## src/rtl/uart_pkg.sv

```systemverilog
// Constants and FSM state encoding shared by the UART transmitter and receiver.
package uart_pkg;

    localparam int unsigned CLK_FREQ_DEFAULT = 100_000_000;
    localparam int unsigned BAUD_DEFAULT     = 115_200;

    // 8N1 frame: one start bit, eight data bits, one stop bit.
    localparam int unsigned FRAME_BITS = 10;
    localparam int unsigned DATA_BITS  = FRAME_BITS - 2;

    localparam int unsigned STATE_W = 2;
    localparam logic [STATE_W-1:0] ST_IDLE  = 2'd0;
    localparam logic [STATE_W-1:0] ST_START = 2'd1;
    localparam logic [STATE_W-1:0] ST_DATA  = 2'd2;
    localparam logic [STATE_W-1:0] ST_STOP  = 2'd3;

    function automatic int unsigned bit_div(input int unsigned clk_freq, input int unsigned baud);
        return clk_freq / baud;
    endfunction

endpackage

```

## src/rtl/uart_tx_fifo.sv

```systemverilog
// Byte buffer in front of the transmitter: power-of-two depth, occupancy counter,
// registered full/empty flags and a combinational head-of-queue read.
module uart_tx_fifo #(
    parameter int unsigned DEPTH = 4,
    parameter int unsigned WIDTH = 8,
    localparam int unsigned PTR_W = (DEPTH > 1) ? $clog2(DEPTH) : 1,
    localparam int unsigned CNT_W = $clog2(DEPTH + 1)
) (
    input  logic             clk,
    input  logic             rst,
    input  logic             wr,
    input  logic [WIDTH-1:0] din,
    input  logic             rd,
    output logic [WIDTH-1:0] dout,
    output logic [CNT_W-1:0] count,
    output logic             full,
    output logic             empty
);

    if (DEPTH < 2 || DEPTH > 16 || (DEPTH & (DEPTH - 1)) != 0) begin : g_depth_check
        $error("uart_tx_fifo: DEPTH must be a power of two in 2..16");
    end

    logic [WIDTH-1:0] r_mem [DEPTH];
    logic [PTR_W-1:0] r_wptr;
    logic [PTR_W-1:0] r_rptr;
    logic [CNT_W-1:0] r_count;
    logic             r_full;
    logic             r_empty;
    logic [CNT_W-1:0] w_count_next;
    logic             w_push;
    logic             w_pop;

    // A write while full is dropped even if the same cycle frees an entry.
    assign w_push = wr && !r_full && !rst;
    assign w_pop  = rd && !r_empty;

    always_comb begin
        w_count_next = r_count;
        case ({w_push, w_pop})
            2'b10:   w_count_next = CNT_W'(r_count + 1'b1);
            2'b01:   w_count_next = CNT_W'(r_count - 1'b1);
            default: w_count_next = r_count;
        endcase
    end

    always_ff @(posedge clk) begin
        if (rst) begin
            r_wptr  <= '0;
            r_rptr  <= '0;
            r_count <= '0;
            r_full  <= 1'b0;
            r_empty <= 1'b1;
        end else begin
            if (w_push) begin
                r_wptr <= PTR_W'(r_wptr + 1'b1);
            end
            if (w_pop) begin
                r_rptr <= PTR_W'(r_rptr + 1'b1);
            end
            r_count <= w_count_next;
            r_full  <= (w_count_next == CNT_W'(DEPTH));
            r_empty <= (w_count_next == '0);
        end
    end

    always_ff @(posedge clk) begin
        if (w_push) begin
            r_mem[r_wptr] <= din;
        end
    end

    assign dout  = r_mem[r_rptr];
    assign count = r_count;
    assign full  = r_full;
    assign empty = r_empty;

endmodule

```

## src/rtl/uart_tx.sv

```systemverilog
// 8N1 UART transmitter: buffered byte input, bit-period counter and shift register
// driving a registered, idle-high serial line.
module uart_tx
    import uart_pkg::*;
#(
    parameter int unsigned CLK_FREQ   = CLK_FREQ_DEFAULT,
    parameter int unsigned BAUD       = BAUD_DEFAULT,
    parameter int unsigned FIFO_DEPTH = 4
) (
    input  logic                 clk,
    input  logic                 rst,
    input  logic [DATA_BITS-1:0] din,
    input  logic                 wr,
    output logic                 full,
    output logic                 busy,
    output logic                 tx
);

    localparam int unsigned DIV   = bit_div(CLK_FREQ, BAUD);
    localparam int unsigned CNT_W = (DIV > 1) ? $clog2(DIV) : 1;
    localparam int unsigned IDX_W = $clog2(DATA_BITS);
    localparam int unsigned OCC_W = $clog2(FIFO_DEPTH + 1);
    localparam logic [CNT_W-1:0] BIT_LAST = CNT_W'(DIV - 1);
    localparam logic [IDX_W-1:0] IDX_LAST = IDX_W'(DATA_BITS - 1);

    if (DIV < 2) begin : g_div_check
        $error("uart_tx: CLK_FREQ/BAUD must be at least 2");
    end

    logic [STATE_W-1:0]   r_state;
    logic [STATE_W-1:0]   w_state_next;
    logic [CNT_W-1:0]     r_bit_cnt;
    logic [CNT_W-1:0]     w_bit_cnt_next;
    logic [IDX_W-1:0]     r_bit_idx;
    logic [IDX_W-1:0]     w_bit_idx_next;
    logic [DATA_BITS-1:0] r_shift;
    logic [DATA_BITS-1:0] w_shift_next;
    logic                 r_tx;
    logic                 w_tx_next;
    logic                 r_busy;
    logic                 w_bit_end;
    logic                 w_pop;
    logic                 w_accept;

    logic [DATA_BITS-1:0] w_fifo_dout;
    logic [OCC_W-1:0]     w_fifo_count;
    logic                 w_fifo_full;
    logic                 w_fifo_empty;

    uart_tx_fifo #(
        .DEPTH (FIFO_DEPTH),
        .WIDTH (DATA_BITS)
    ) u_fifo (
        .clk   (clk),
        .rst   (rst),
        .wr    (wr),
        .din   (din),
        .rd    (w_pop),
        .dout  (w_fifo_dout),
        .count (w_fifo_count),
        .full  (w_fifo_full),
        .empty (w_fifo_empty)
    );

    assign w_accept  = wr && !w_fifo_full && !rst;
    assign w_bit_end = (r_bit_cnt == BIT_LAST);

    // Next-state logic; the line value is derived from the next state so tx stays registered.
    always_comb begin
        w_state_next   = r_state;
        w_bit_cnt_next = (r_state == ST_IDLE || w_bit_end) ? '0 : CNT_W'(r_bit_cnt + 1'b1);
        w_bit_idx_next = r_bit_idx;
        w_shift_next   = r_shift;
        w_pop          = 1'b0;

        case (r_state)
            ST_IDLE: begin
                if (!w_fifo_empty) begin
                    w_pop        = 1'b1;
                    w_shift_next = w_fifo_dout;
                    w_state_next = ST_START;
                end
            end
            ST_START: begin
                if (w_bit_end) begin
                    w_bit_idx_next = '0;
                    w_state_next   = ST_DATA;
                end
            end
            ST_DATA: begin
                if (w_bit_end) begin
                    w_shift_next = r_shift >> 1;
                    if (r_bit_idx == IDX_LAST) begin
                        w_state_next = ST_STOP;
                    end else begin
                        w_bit_idx_next = IDX_W'(r_bit_idx + 1'b1);
                    end
                end
            end
            ST_STOP: begin
                // Chain straight into the next start bit when a byte is waiting.
                if (w_bit_end) begin
                    if (!w_fifo_empty) begin
                        w_pop        = 1'b1;
                        w_shift_next = w_fifo_dout;
                        w_state_next = ST_START;
                    end else begin
                        w_state_next = ST_IDLE;
                    end
                end
            end
            default: begin
                w_state_next = ST_IDLE;
            end
        endcase

        case (w_state_next)
            ST_START: w_tx_next = 1'b0;
            ST_DATA:  w_tx_next = w_shift_next[0];
            default:  w_tx_next = 1'b1;
        endcase
    end

    always_ff @(posedge clk) begin
        if (rst) begin
            r_state   <= ST_IDLE;
            r_bit_cnt <= '0;
            r_bit_idx <= '0;
            r_shift   <= '0;
            r_tx      <= 1'b1;
            r_busy    <= 1'b0;
        end else begin
            r_state   <= w_state_next;
            r_bit_cnt <= w_bit_cnt_next;
            r_bit_idx <= w_bit_idx_next;
            r_shift   <= w_shift_next;
            r_tx      <= w_tx_next;
            // Going idle implies the buffer was empty, so only a fresh write keeps busy high.
            r_busy    <= (w_state_next != ST_IDLE) || (w_fifo_count != '0) || w_accept;
        end
    end

    assign tx   = r_tx;
    assign busy = r_busy;
    assign full = w_fifo_full;

endmodule

```

## config.mk

```make
export PLATFORM = sky130hd
export DESIGN_NAME = uart_tx
export DESIGN_NICKNAME = d
export VERILOG_FILES = /design/src/rtl/uart_pkg.sv /design/src/rtl/uart_tx_fifo.sv /design/src/rtl/uart_tx.sv
export SDC_FILE = /design/constraint.sdc
export NUM_CORES = 1
export LEC_CHECK = 0
export CORE_AREA = 2 2 77 79
export CTS_BUF_LIST = sky130_fd_sc_hd__clkbuf_2
export CTS_CLUSTER_DIAMETER = 100
export DETAILED_ROUTE_END_ITERATION = 10
export DIE_AREA = 0 0 79 81
export GPL_ROUTABILITY_DRIVEN = 1
export GPL_TIMING_DRIVEN = 1
export PLACE_DENSITY = 0.74
export SYNTH_ARGS = -nofsm -noshare
export SYNTH_HDL_FRONTEND = slang
export SYNTH_SLANG_ARGS = --single-unit
```

## constraint.sdc

```tcl
create_clock -name clk -period 2.9 [get_ports clk]
set_clock_uncertainty 0.05 [all_clocks]
set_input_delay 0.58 -clock clk [delete_from_list [all_inputs] [get_ports clk]]
set_output_delay 0.58 -clock clk [all_outputs]
set_load 0.01 [all_outputs]
```

==> flow_summary.toml <==
[yosys]
ys_seq_area_share_pct = 54.7
synth-seq-cells = 68
avgSynthCellArea_um2 = 12.5
synth_top_area_share_pct = 31.3
synth-simple-area-share_pct = 14.3
synth_top_family_by_area = "simple AND/OR/NAND/NOR gates"
synth_top_area_cell = "edfxtp_1"
muxShareOfSynthArea_pct = 8.47
syn_nets = 270
syn_area_um2 = 3070
synthCells = 245
yosysUniqueCellTypes = 46
yosys_warnings = 0
synth_area_leaders = "edfxtp_1 (31%), dfxtp_1 (23%), mux4_2 (5.9%), ha_1 (5.3%), nor2_1 (3.8%)"
synth-compound-area-share_pct = 9.53
synth_xor_area_share_pct = 3.99
synth_fa_ha_area_share_pct = 5.95

[hold_path]
min_from = "r_bit_cnt[0]"
hold_path_class = "reg2reg"
worstHoldPathCells = 1
min_to = "r_bit_cnt[0]"

[worst_setup_path]
reg2reg_from = "r_bit_cnt[0]"
max_stage_delay_ns = 0.40
end_kind = "flip-flop"
ff2ff_setup_slack_ns = 0.36
start_kind = "flip-flop"
path_class = "reg2reg"
cpMaxStageDelayCell = "fa_1"
critPathArrivalTime_ns = 2.97
r2r_cells = 11
crit_fanout = 5
worst_ep_required_time_ns = 3.33
path_cells = "ha_1, nor3b_4, a41oi_2, nor3_4, ha_1, fa_1, xnor2_1, nor2_1, xnor2_1, nor2_1, a21oi_1"
crit_buf_inv = 0
critPathTopFamily = "adder cells"
r2r-end = "u_fifo.empty"

[clock_tree]
h-tree-depth = 3
cts_root_buf = "clkbuf_2"
clk_latency_ns = 0.52
cts_hold_buf = 0
postCtsSetupBuffers = 0
numCtsBuffers = 9
cts_sinks = 68
cts_buffer_depth = 2
cts.repair.resized = 0
cts_tree = "done"
clk_pin_slew_worst_paths_ns = 0.22

[final_layout]
fin_cells = 342
layout-area-overhead-vs-synth_pct = 11.4
post-route-cell-area_um2 = 3420
final_util_pct = 60.3
n_fill_cell = 482
layout-drive-gt1-share_pct = 15.0
nets = 287
most-common-layout-cells = "dfxtp_1 (36), edfxtp_1 (32), nor2_1 (31)"
layout_commonest_cell = "dfxtp_1"
diodes = 0

[floorplan]
initial_core_util_pct = 54.1
die-area_um2 = 6400
rows = 28
dieHeight_um = 81
die_w_um = 79
core-area_um2 = 5680
io-pin-count = 14

[grt]
antenna_found_initial = 0
overflow = 0
grt_pass1_wl_um = 8930
grt_pass1_vias = 1920
track_usage_pct = 18.6
grt_max_degree = 23

[power_and_ir_drop]
design_power_total_mw = 2.71
power_density_nw_per_um2 = 791
power_leakage_nw = 1.20
peakVddDrop_mv = 0.489

[detailed_routing]
drc = 0
dr.pass1.iters = 5
routedWlPerCell_um = 15.3
vias = 1855
detail-route-antenna-nets = 0
wl_um = 5230
vias_per_cell = 5.42
drtIter0Drc = 118

[placement]
gp_congestion = 0.770
dp_slack_ns = 0.158
place_inst = 326
place_area_um2 = 3280
dp_hpwl_um = 3590
port-buffer-count = 13

[sta]
setup_violations = 0
max-slew-margin-rel_pct = 68.8
whs_ns = 0.436
setup_tns_ns = 0
rsz0062_at_grt = "false"
setup_ws_ns = 0.357
finalHoldViolations = 0
tightest_slew_ns = 0.462
post-route-period-util_pct = 87.7
slew_viol_final = 0
fin_crit_ns = 2.54
max_freq_mhz = 393

[run]
drv_cap = 0

[status]
status = "finished clean"
## synthesized netlist by cell type, drive strengths merged
cell	number
dfxtp	36
edfxtp	32
nor2	31
ha	13
inv	9
and2	8
mux2i	8
mux4	8
a22o	7
xnor2	7
xor2	7
buf	6
clkbuf	6
nand2	6
nand3	6
o21ai	6
o2bb2ai	6
a21oi	5
nor3	5
a22oi	3
a41oi	3
and3	3
nand2b	3
nand4	3
nor3b	3
nor4b	3
o31ai	3
a2111oi	1
a221oi	1
and4bb	1
fa	1
nand3b	1
nor2b	1
o21a	1
or2	1
or3	1
## report_power, final
part | total (mW) | switching, mW | internal, mW
Combinational | 0.814 | 0.412 | 0.402
Clock | 0.652 | 0.364 | 0.288
Sequential | 1.24 | 0.106 | 1.13
## registers in the layout, indices dropped and copies added (netlist names), named ones only
| signal | count |
|---|---|
| u_fifo.r_mem | 32 |
| r_bit_cnt | 10 |
| r_shift | 8 |
| r_bit_idx | 3 |
| u_fifo.count | 3 |
| r_state | 2 |
| u_fifo.r_rptr | 2 |
| u_fifo.r_wptr | 2 |
| busy | 1 |
| tx | 1 |
| u_fifo.empty | 1 |
| u_fifo.full | 1 |
## per-layer routing
layer  share of wire, %  GRT usage (%)  vias up
li1                   -              -      930
met1                 46           22.7      886
met2                 49           30.9       31
met3                3.7           6.33        8
met4                1.6           7.07        0
met5                  0              0        -
## how the worst max path moves through the flow
stage	startpoint	to	slack, ns	depth (start not counted)
floorplan	r_bit_cnt[0]	u_fifo.empty	0.46	12
global placement	wr	u_fifo.empty	0.26	11
detailed placement	wr	u_fifo.empty	0.16	11
CTS	r_bit_cnt[0]	u_fifo.empty	0.32	11
global route	r_bit_cnt[0]	u_fifo.full	0.11	9
finish	r_bit_cnt[0]	u_fifo.empty	0.36	11
## worst reg2reg max path, cell delays in order (launching register included)
cell	delay, ns
dfxtp_1	0.37
ha_1	0.28
nor3b_4	0.20
a41oi_2	0.29
nor3_4	0.07
ha_1	0.23
fa_1	0.40
xnor2_1	0.18
nor2_1	0.07
xnor2_1	0.19
nor2_1	0.07
a21oi_1	0.11
## cell families (layout without fill, tap and decap cells)
logic type	after synthesis	after routing
compound gates	36	36
xor+xnor	14	14
fa+ha+maj	14	14
buf+inv	21	43
flops	68	68
mux	16	16
simple gates	76	76
## layout make-up
type	instances	area (um^2)	share of cell area [%]
flip-flops and latches	68	1680	49.2
well taps	75	93.8	2.74
clock buffers	9	45.0	1.32
multi-input cells	156	1300	38.0
repair buffers	18	168	4.90
inverters	9	33.8	0.988
clock inverters	7	100	2.93
No activity file was read; power rests on OpenSTA's default activity.
